==> src/rtl/bus_initiator.sv <==
// ============================================================================
// Module   : bus_initiator
// Brief    : Single-outstanding bus initiator translating commands into
//            strobed read/write bus cycles with a one-cycle response pulse.
//            Optional write readback enabled by BUS_INITIATOR_WR_VERIFY_EN.
// Revision : 1.0
// ============================================================================
`timescale 1ns/1ps
`default_nettype none

module bus_initiator #(
    parameter int ADDR_W = 13,
    parameter int DATA_W = 32,
    parameter int RD_LAT = 1
) (
    input  logic              clk,
    input  logic              rst_n_i,
    input  logic              cmd_valid_i,
    output logic              cmd_ready_o,
    input  logic              cmd_wr_i,
    input  logic [ADDR_W-1:0] cmd_addr_bi,
    input  logic [DATA_W-1:0] cmd_data_bi,
    output logic              rsp_valid_o,
    output logic [DATA_W-1:0] rsp_data_bo,
    output logic              rsp_err_o,
    output logic [ADDR_W-1:0] addr_bo,
    output logic [DATA_W-1:0] data_bo,
    output logic              rd_o,
    output logic              wr_o,
    input  logic [DATA_W-1:0] data_bi,
    output logic              busy_o
);

    // Latency outside 1..4 is clamped so the 3-bit wait counter cannot wrap.
    localparam int         c_lat       = (RD_LAT < 1) ? 1 : ((RD_LAT > 4) ? 4 : RD_LAT);
    localparam logic [2:0] c_wait_init = 3'(c_lat - 1);

    typedef enum logic [2:0] {
        ST_IDLE  = 3'd0,
        ST_WRITE = 3'd1,
        ST_READ  = 3'd2,
        ST_WAIT  = 3'd3,
        ST_RESP  = 3'd4
`ifdef BUS_INITIATOR_WR_VERIFY_EN
        ,
        ST_VRD   = 3'd5,
        ST_VWAIT = 3'd6
`endif
    } state_t;

    state_t            r_state;
    logic [2:0]        r_cnt;
    logic              r_cmd_ready;
    logic              r_rsp_valid;
    logic [DATA_W-1:0] r_rsp_data;
    logic              r_rsp_err;
    logic [ADDR_W-1:0] r_addr;
    logic [DATA_W-1:0] r_wdata;
    logic              r_rd;
    logic              r_wr;

    always_ff @(posedge clk or negedge rst_n_i) begin
        if (!rst_n_i) begin
            r_state     <= ST_IDLE;
            r_cnt       <= 3'd0;
            r_cmd_ready <= 1'b0;
            r_rsp_valid <= 1'b0;
            r_rsp_data  <= '0;
            r_rsp_err   <= 1'b0;
            r_addr      <= '0;
            r_wdata     <= '0;
            r_rd        <= 1'b0;
            r_wr        <= 1'b0;
        end else begin
            case (r_state)
                ST_IDLE: begin
                    if (cmd_valid_i && r_cmd_ready) begin
                        r_cmd_ready <= 1'b0;
                        if (cmd_addr_bi[1:0] != 2'b00) begin
                            // Misaligned: answer immediately, never touch the bus.
                            r_state     <= ST_RESP;
                            r_rsp_valid <= 1'b1;
                            r_rsp_err   <= 1'b1;
                            r_rsp_data  <= '0;
                        end else if (cmd_wr_i) begin
                            r_state <= ST_WRITE;
                            r_wr    <= 1'b1;
                            r_addr  <= cmd_addr_bi;
                            r_wdata <= cmd_data_bi;
                        end else begin
                            r_state <= ST_READ;
                            r_rd    <= 1'b1;
                            r_addr  <= cmd_addr_bi;
                        end
                    end else begin
                        r_cmd_ready <= 1'b1;
                    end
                end

                ST_WRITE: begin
                    r_wr <= 1'b0;
`ifdef BUS_INITIATOR_WR_VERIFY_EN
                    r_rd    <= 1'b1;
                    r_state <= ST_VRD;
`else
                    r_state     <= ST_RESP;
                    r_rsp_valid <= 1'b1;
                    r_rsp_data  <= '0;
                    r_rsp_err   <= 1'b0;
`endif
                end

                ST_READ: begin
                    r_rd    <= 1'b0;
                    r_cnt   <= c_wait_init;
                    r_state <= ST_WAIT;
                end

                ST_WAIT: begin
                    if (r_cnt == 3'd0) begin
                        r_state     <= ST_RESP;
                        r_rsp_valid <= 1'b1;
                        r_rsp_data  <= data_bi;
                        r_rsp_err   <= 1'b0;
                    end else begin
                        r_cnt <= r_cnt - 3'd1;
                    end
                end

`ifdef BUS_INITIATOR_WR_VERIFY_EN
                ST_VRD: begin
                    r_rd    <= 1'b0;
                    r_cnt   <= c_wait_init;
                    r_state <= ST_VWAIT;
                end

                ST_VWAIT: begin
                    if (r_cnt == 3'd0) begin
                        // r_wdata still holds the written word for the compare.
                        r_state     <= ST_RESP;
                        r_rsp_valid <= 1'b1;
                        r_rsp_data  <= data_bi;
                        r_rsp_err   <= (data_bi != r_wdata);
                    end else begin
                        r_cnt <= r_cnt - 3'd1;
                    end
                end
`endif

                ST_RESP: begin
                    r_rsp_valid <= 1'b0;
                    r_cmd_ready <= 1'b1;
                    r_state     <= ST_IDLE;
                end

                default: begin
                    r_state     <= ST_IDLE;
                    r_rd        <= 1'b0;
                    r_wr        <= 1'b0;
                    r_rsp_valid <= 1'b0;
                    r_cmd_ready <= 1'b0;
                end
            endcase
        end
    end

    assign cmd_ready_o = r_cmd_ready;
    assign rsp_valid_o = r_rsp_valid;
    assign rsp_data_bo = r_rsp_data;
    assign rsp_err_o   = r_rsp_err;
    assign addr_bo     = r_addr;
    assign data_bo     = r_wdata;
    assign rd_o        = r_rd;
    assign wr_o        = r_wr;
    assign busy_o      = (r_state != ST_IDLE);

endmodule

`default_nettype wire

==> config.mk <==
export PLATFORM = sky130hd
export DESIGN_NAME = bus_initiator
export DESIGN_NICKNAME = d
export VERILOG_FILES = /design/src/rtl/bus_initiator.sv
export SDC_FILE = /design/constraint.sdc
export NUM_CORES = 1
export LEC_CHECK = 0
export CAP_MARGIN = 10
export CELL_PAD_IN_SITES_DETAIL_PLACEMENT = 1
export CELL_PAD_IN_SITES_GLOBAL_PLACEMENT = 1
export CORE_AREA = 3 3 109 111
export CTS_CLUSTER_SIZE = 10
export DETAILED_ROUTE_END_ITERATION = 10
export DIE_AREA = 0 0 112 114
export PLACE_DENSITY = 0.78
export SKIP_LAST_GASP = 1
export SYNTH_ARGS = -nofsm -noshare
export SYNTH_HDL_FRONTEND = slang
export SYNTH_SLANG_ARGS = --single-unit
==> constraint.sdc <==
create_clock -name clk -period 2.3 [get_ports clk]
set_input_delay 0.69 -clock clk [delete_from_list [all_inputs] [get_ports clk]]
set_output_delay 0.69 -clock clk [all_outputs]
set_load 0.01 [all_outputs]
# Word level (Yosys, flattened, before mapping)
# Index checks and enable logic that the tools add are counted.
dict set report word_totals {
  output_inout_bits 83
  input_bits 81
  word_cells 71
  regBits 88
}
dict set report classes {
  muxes 27
  reduce_logical 18
  n_eq_ne 11
  bitwise_logic 4
  addsub 1
}
# operator n
set ops {}
lappend ops {{$mux W32} 3}
lappend ops {{$pmux W32 S3} 1}
lappend ops {{$reduce_and A4 Y1} 5}
lappend ops {{$ne A2 B2 Y1 const B} 7}
lappend ops {{$mux W3} 4}
lappend ops {{$pmux W3 S4} 1}
lappend ops {{$mux W1} 11}
lappend ops {{$reduce_or A3 Y1} 3}
lappend ops {{$eq A3 B2 Y1 const B} 2}
lappend ops {{$logic_not A3 Y1} 2}
lappend ops {{$pmux W1 S3} 2}
lappend ops {{$pmux W3 S2} 1}
lappend ops {{$reduce_bool A3 Y1} 2}
lappend ops {{$not A1 Y1} 4}
lappend ops {{$pmux W1 S2} 2}
lappend ops {{$pmux W1 S4} 1}
lappend ops {{$reduce_and A2 Y1} 2}
lappend ops {{$reduce_bool A2 Y1} 2}
lappend ops {{$eq A3 B1 Y1 const B} 1}
lappend ops {{$eq A3 B3 Y1 const B} 1}
lappend ops {{$reduce_and A3 Y1} 1}
lappend ops {{$sub A3 B1 Y3 const B} 1}
lappend ops {{$mux W2} 1}
lappend ops {{$logic_and A1 B1 Y1} 1}

# Depth between registers and ports, before layout
dict set report logic_depth {
  ltp_word 4
  depth_mapped 7
}

# Least setup slack after synthesis
# No wires, ideal clock.
dict set report synth_path {
  path_kind {input port to flip-flop}
  startpoint {input port cmd_addr_bi[0]}
  endpoint {register r_addr[10] (netlist: addr_bo[10])}
  n_path_buf 1
  stages 4
  arrival_ns 1.588
  path_slack_ns 0.587
  path_cell_list {and4bb_2 > nand2_1 > buf_6 > mux2_2}
}
dict set report synth_via {
  elab_chain_len 3
}
# element line
set synth_lines {}
lappend synth_lines {{start, declared} 21} ;# input logic [ADDR_W-1:0] cmd_addr_bi,
lappend synth_lines {{$reduce_bool A2 Y1} 79} ;# if (cmd_addr_bi[1:0] != 2'b00) begin
lappend synth_lines {{$not A1 Y1 (no source line)} --}
lappend synth_lines {{$reduce_and A3 Y1 (no source line)} --}
lappend synth_lines {{end signal, assigned} 88} ;# r_addr <= cmd_addr_bi;
lappend synth_lines {{end signal, assigned} 93} ;# r_addr <= cmd_addr_bi;
lappend synth_lines {{end, declared} 57} ;# logic [ADDR_W-1:0] r_addr;
# Every way passes these cells.
# A chain may end at the register's enable or synchronous reset.

# Worst setup path in the final report
dict set report layout_path {
  startpoint {register r_state[2]}
  endpoint {output port busy_o}
}
dict set report layout_via {
  elab_chain_len 1
}
# element line
set layout_lines {}
lappend layout_lines {{start, declared} 51} ;# state_t r_state;
lappend layout_lines {{start signal, assigned} 64} ;# r_state <= ST_IDLE;
lappend layout_lines {{start signal, assigned} 81} ;# r_state <= ST_RESP;
lappend layout_lines {{start signal, assigned} 86} ;# r_state <= ST_WRITE;
lappend layout_lines {{$reduce_bool A3 Y1} 175} ;# assign busy_o = (r_state != ST_IDLE);
lappend layout_lines {{end, declared} 31} ;# output logic busy_o
# Every way passes these cells.

==> impl_metrics.ini <==
[place]
dpl.cell_count = 527
io_buffers = 163
hpwl_um = 7322
place.gp.congestion = 0.7294

[worst_setup_path]
crit_path_max_incr_delay_ns = 0.51
reg2reg_slack_ns = 0.53
cp-end-kind = output pin
worstSetupPathType = reg2out
worstRegToRegCells = 7
critical_path_required_ns = 1.61
path_cells = nor3_4 > inv_1 > clkdlybuf4s50_1
worstReg2RegEnd = rsp_data_bo[17]
cp.arrival_ns = 1.53
critPathTopFamily = buffers and inverters
crit_fanout = 2
critPathBufInv = 2
r2r-start = r_cnt[0]
slowest_stage = clkdlybuf4s50_1
cp-start-kind = flop

[global_routing]
grt_first_pass_wirelength_um = 15770
grt_use_total = 0.1578
antenna_found_initial = 0
grt_max_degree = 66
grt_pass1_vias = 2949
overflow = 0

[cells_and_area]
diodes = 0
syn2layout_area_growth_pct = 58.76
drive_above_1_share = 0.1841
regArea_um2 = 2203
fin_cells = 542
nets = 483
fillCellCount = 1149
multi_input_area_um2 = 1069

[route]
antenna_left = 0
vias = 2532
wl_per_cell_um = 18.13
routed_wl_um = 9828
dr_wl_met3_um = 524
drc = 0
dr.first_iter.drc_count = 89
routed_via_density = 4.672
wl_met2_um = 5363
wl_met1_um = 3724
top_layer_used = met4
drt_pass1_iterations = 4

[power_and_ir_drop]
leakagePower_nw = 2.345
swShare = 0.3086
clock_power_share = 0.155
p_per_area_nw_per_um2 = 1045
combPwrFrac = 0.431
internal-power_w = 0.003889
seq_power_share = 0.414
p_sw_w = 0.001736
ir_drop_v = 0.0004882

[synthesis]
synth-seq-cells = 88
ys_seq_area_frac = 0.6492
ys_warn_count = 0
async_flop_share = 1.000
synth.distinct_cells = 29
avgSynthCellArea_um2 = 14.81
syn_nets = 312
syn-instance-count = 229
synth_ff_type = dfrtp_1
synth_edf_count = 0
synth_area_um2 = 3392

[timing]
fin_crit_ns = 2.217
period_share = 0.9639
slew_viol_final = 0
fmax_mhz = 451.1
hold_viol = 0
setup_viol = 0
tns_ns = 0
tightest_slew_ns = 0.3880
finClkSkew_ns = 0.008319
slew_headroom = 0.7408
rsz0062_at_grt = no

[clock_tree]
cts_buffers = 9
clock_latency_ns = 0.35
cts.path.max_buffers = 2
clk_pin_slew_ns = 0.08
cts_tree = yes
cts_sinks = 88
cts_root_buffer = clkbuf_8
ctsHoldBuffers = 0
htreeDepth = 3

[floorplan]
pin_count = 164
row_count = 38
die_w_um = 112
die_area_um2 = 12770
die_h_um = 114
start_util = 0.3115
coreArea_um2 = 10890

[flow_run]
drv_cap = 0

[hold_path]
worstHoldPathType = in2async

[run_status]
status = completed
logic make-up after synthesis:
| kind of cell | share of synthesized area |
|---|---|
| AOI/OAI and AO/OA | 0.1166 |
| and+or+nand+nor | 0.04833 |
| muxes | 0.1428 |
| DFF | 0.6492 |
| buffers and inverters | 0.03578 |
| adders and majority gates | 0.007376 |
sequential cells by signal, indices dropped and copies added (netlist names):
register / cells
addr_bo: 13
cmd_ready_o: 1
data_bo: 32
r_cnt: 3
r_state: 3
rd_o: 1
rsp_data_bo: 32
rsp_err_o: 1
rsp_valid_o: 1
wr_o: 1
worst reg2reg max path, cell delays in order, from the launching register on:
cell and delay (ns):
dfrtp_1 0.38, inv_1 0.06, ha_1 0.19, ha_1 0.21
nand2b_1 0.21, a32oi_2 0.25, buf_12 0.23, a22o_1 0.18
cells in the mapped netlist (2+ instances only):
library cell  count  area [um^2]
a22o_1           32        280.3
buf_6             4        45.04
a21oi_1           9        45.04
nand2_1           6        22.52
ha_1              2        25.02
mux2_2           43        484.2
nand3b_1          2        15.01
o21ai_0           2        10.01
a31oi_1           3        18.77
inv_1             8        30.03
buf_2             7        35.03
nor2_1            4        15.01
dfrtp_1          88         2202
a31o_2            2        17.52
and2_1            3        18.77
per-stage QoR:
| step | util | hold WS [ns] | power [W] | setup slack, ns | area (um^2) |
|---|---|---|---|---|---|
| 6_report | 0.4946 | 0.2285 | 0.005625 | 0.08310 | 5385 |
| 5_1_grt | 0.4946 | 0.2390 | 0.006012 | 0.01136 | 5385 |
| 4_1_cts | 0.4939 | 0.2179 | 0.005730 | 0.04362 | 5378 |
| 3_5_place_dp | 0.4801 | 0.4812 | 0.004796 | 0.06018 | 5228 |
| 3_3_place_gp | 0.4801 | 0.4698 | 0.004709 | 0.09438 | 5228 |
| 2_1_floorplan | - | 0.3944 | 0.003300 | 0.5873 | 3392 |
layout make-up:
cell class / instances / share of cell area
sequential: 88 / 0.4092
tap: 140 / 0.03253
timing repair buffer: 173 / 0.3281
multi-input combinational: 120 / 0.1984
clock buffer: 11 / 0.02440
inverter: 8 / 0.005576
clock inverter: 2 / 0.001859
layer usage:
layer  vias to the layer above  global-route usage
li1                       1158                   -
met4                         0             0.06330
met1                      1283              0.1823
met5                         -                   0
met2                        76              0.2798
met3                        15             0.04138
how the worst max path moves through the flow:
stage / from / to / slack [ns] / cells past startpoint
2_1_floorplan: cmd_addr_bi[0] / addr_bo[10] / 0.59 / 4
3_3_place_gp: cmd_addr_bi[0] / data_bo[29] / 0.09 / 5
3_5_place_dp: cmd_addr_bi[0] / data_bo[25] / 0.06 / 5
4_1_cts: r_state[2] / busy_o / 0.04 / 3
5_1_grt: r_state[2] / busy_o / 0.01 / 3
6_report: r_state[2] / busy_o / 0.08 / 3
timing repair:
item,in CTS,in global routing
gates resized for setup,1,0
pin swaps,1,0
endpoints found under the setup margin,1,1
buffers inserted,1,1
power by group through the flow:
stage / clock [W] / combinational [W] / sequential, W
detailed placement: 0 / 0.00242 / 0.00237
global route: 0.000996 / 0.00261 / 0.00241
finish: 0.000870 / 0.00243 / 0.00233
CTS: 0.000922 / 0.00246 / 0.00235
global placement: 0 / 0.00237 / 0.00234
floorplan: 0 / 0.000741 / 0.00256
cells in the final DEF, fill, tap and decap left out, drive strengths merged:
master	Yosys	routed
o21ai	2	2
buf	12	11
and3	1	1
nor3	1	1
a31o	2	2
dfrtp	88	88
and4bb	1	1
mux2	43	43
nand2	6	6
clkbuf	1	11
and2	3	3
nand2b	1	1
a32oi	1	1
nor2b	2	2
a22o	32	32
nand3	2	2
a21o	1	1
nor2	4	4
clkdlybuf4s50	0	162
nor3b	1	1
a31oi	3	3
ha	2	2
nand3b	2	2
clkinv	0	2
inv	8	8
a21oi	9	9
or2	1	1
Power figures use the tool's default switching activity.
==> patch: new RTL, same flow settings <==
Add a define of `BUS_INITIATOR_WR_VERIFY_EN`.
--- a/src/rtl/bus_initiator.sv
+++ b/src/rtl/bus_initiator.sv
@@ -9,2 +9,4 @@
 `default_nettype none
+
+`define BUS_INITIATOR_WR_VERIFY_EN
 
Function: changed (a bounded check fails within 4 cycles, from zero or initial values and one cycle with rst_n_i low).
==> patch against the original RTL <==
  * Worst setup slack got worse by 11 ps
  * Combinational power is 37% higher
  * Sequential power increased by 13%
  * Sequential cell count unchanged
  * Worst hold slack improved by 84 ps
  * Highest routed layer unchanged
  * Cell count is 14% higher
  * Largest power group unchanged
  * Final area increased by 11%
  * Global-route usage increased by 4.0 points
  * Area after synthesis rose by 16%
  * Wire length up 24%
  * Die area did not move
  * Power is 27% higher
==> patch: results (changes against the original RTL) <==
Status -> completed
Layout Nets -> 554 (+15%)
Share of layout cells above drive strength 1 -> 0.1639 (-0.02021)
Post-Syn Nets -> 385 (+23%)
Fillers -> 1131 (-1.6%)
Clk_skew -> 10.53 ps (+2.211 ps)
WL per Instance -> 19.84 um (+9.4%)
Top cells by area in the synthesized netlist -> dfrtp_1 (56%), mux2_2 (10%), xnor2_1 (7.4%), a22o_1 (7.1%), mux2_4 (3.1%)
Via count of the first global-routing pass -> 3466 (+18%)
Routability cong. -> 0.8100 (+11%)
Register area share after synthesis -> 0.5609 (-0.08834)
Vias after detailed routing -> 3131 (+24%)
Slowest library cell on the worst path -> clkdlybuf4s50_1
Initial DRC count -> 83 (-6.7%)
Dpl cells -> 600 (+14%)
Met1 usage -> 0.2309 (+0.04859)
VDD IR-drop max -> 0.0005476 V (+12%)
Total global-route track usage -> 0.1980 (+0.04021)
Met2 Use GR -> 0.3337 (+0.05396)
Dpl hpwl -> 9182 um (+25%)
Commonest cells in the netlist -> dfrtp_1 (88), mux2_2 (35), xnor2_1 (33), a22o_1 (32), a21oi_1 (13)
Worst min-delay path class -> in -> async
Final non-filler cell total -> 616 (+14%)
Largest net degree at the start of global routing -> 43 (-35%)
Synth cell types -> 43 (+48%)
Biggest fanout along the worst timing path -> 3 (+1)
Met3 Usage GRT -> 0.09072 (+0.04934)
Yosys warnings -> 0 (unchanged)
Relative slew margins -> 0.6339 (-0.1069)
Initial antenna violation count -> 0 (unchanged)
Max incr delay on CP -> 470 ps (-40 ps)
Clk root buf -> clkbuf_8
==> patch: worst paths after layout <==
check | from | endpoint | slack [ps] | cells after the start
min in group clk | addr_bo[0] | addr_bo[0] | 500 | 1
min reg2reg | addr_bo[0] | addr_bo[0] | 500 | 1
max | r_state[1] | busy_o | 70 | 3
max reg2reg | r_cnt[0] | rsp_data_bo[31] | 320 | 7
max in group asynchronous | rst_n_i | rsp_data_bo[12] | 1370 | 2
min | rst_n_i | data_bo[2] | 310 | 1
==> patch: cell type report <==
class	count	area (sq um)	area share
Multi-Input combinational cell	188	1589	0.2654
Clock inverter	6	83.83	0.01400
Timing Repair Buffer	177	1784	0.2980
Tap cell	140	175.2	0.02925
Sequential cell	88	2202	0.3677
Inverter	7	26.28	0.004388
Clock buffer	10	127.6	0.02131
==> patch: logic make-up after synthesis <==
group	Yosys count	synth area share
AND/OR/NAND/NOR	41	0.05960
adder cells (fa/ha/maj)	3	0.008922
multiplexers	43	0.1310
AO/OA/AOI/OAI	68	0.1316
buffers and inverters	26	0.03441
flip-flops	88	0.5609
XOR/XNOR	33	0.07361
==> patch: through the flow <==
step | setup TNS [ps] | worst slack [ps]
2_1_floorplan | 0 | 351.1
6_report | 0 | 72.38
4_1_cts | 0 | 36.10
3_5_place_dp | -4543 | -128.7
5_1_grt | 0 | 11.58
3_3_place_gp | -5127 | -135.7
==> patch: report_power, final <==
part	internal, W	switching (W)
clock network	0.000609	0.000557
registers	0.00214	0.000499
logic	0.00198	0.00136
total	0.00473	0.00242
==> patch: per-layer routing <==
metal  up-vias  share of wire
li1       1430              -
met1      1576           0.39
met2       117           0.50
met3         8           0.10
met4         0          0.010
met5         -              0
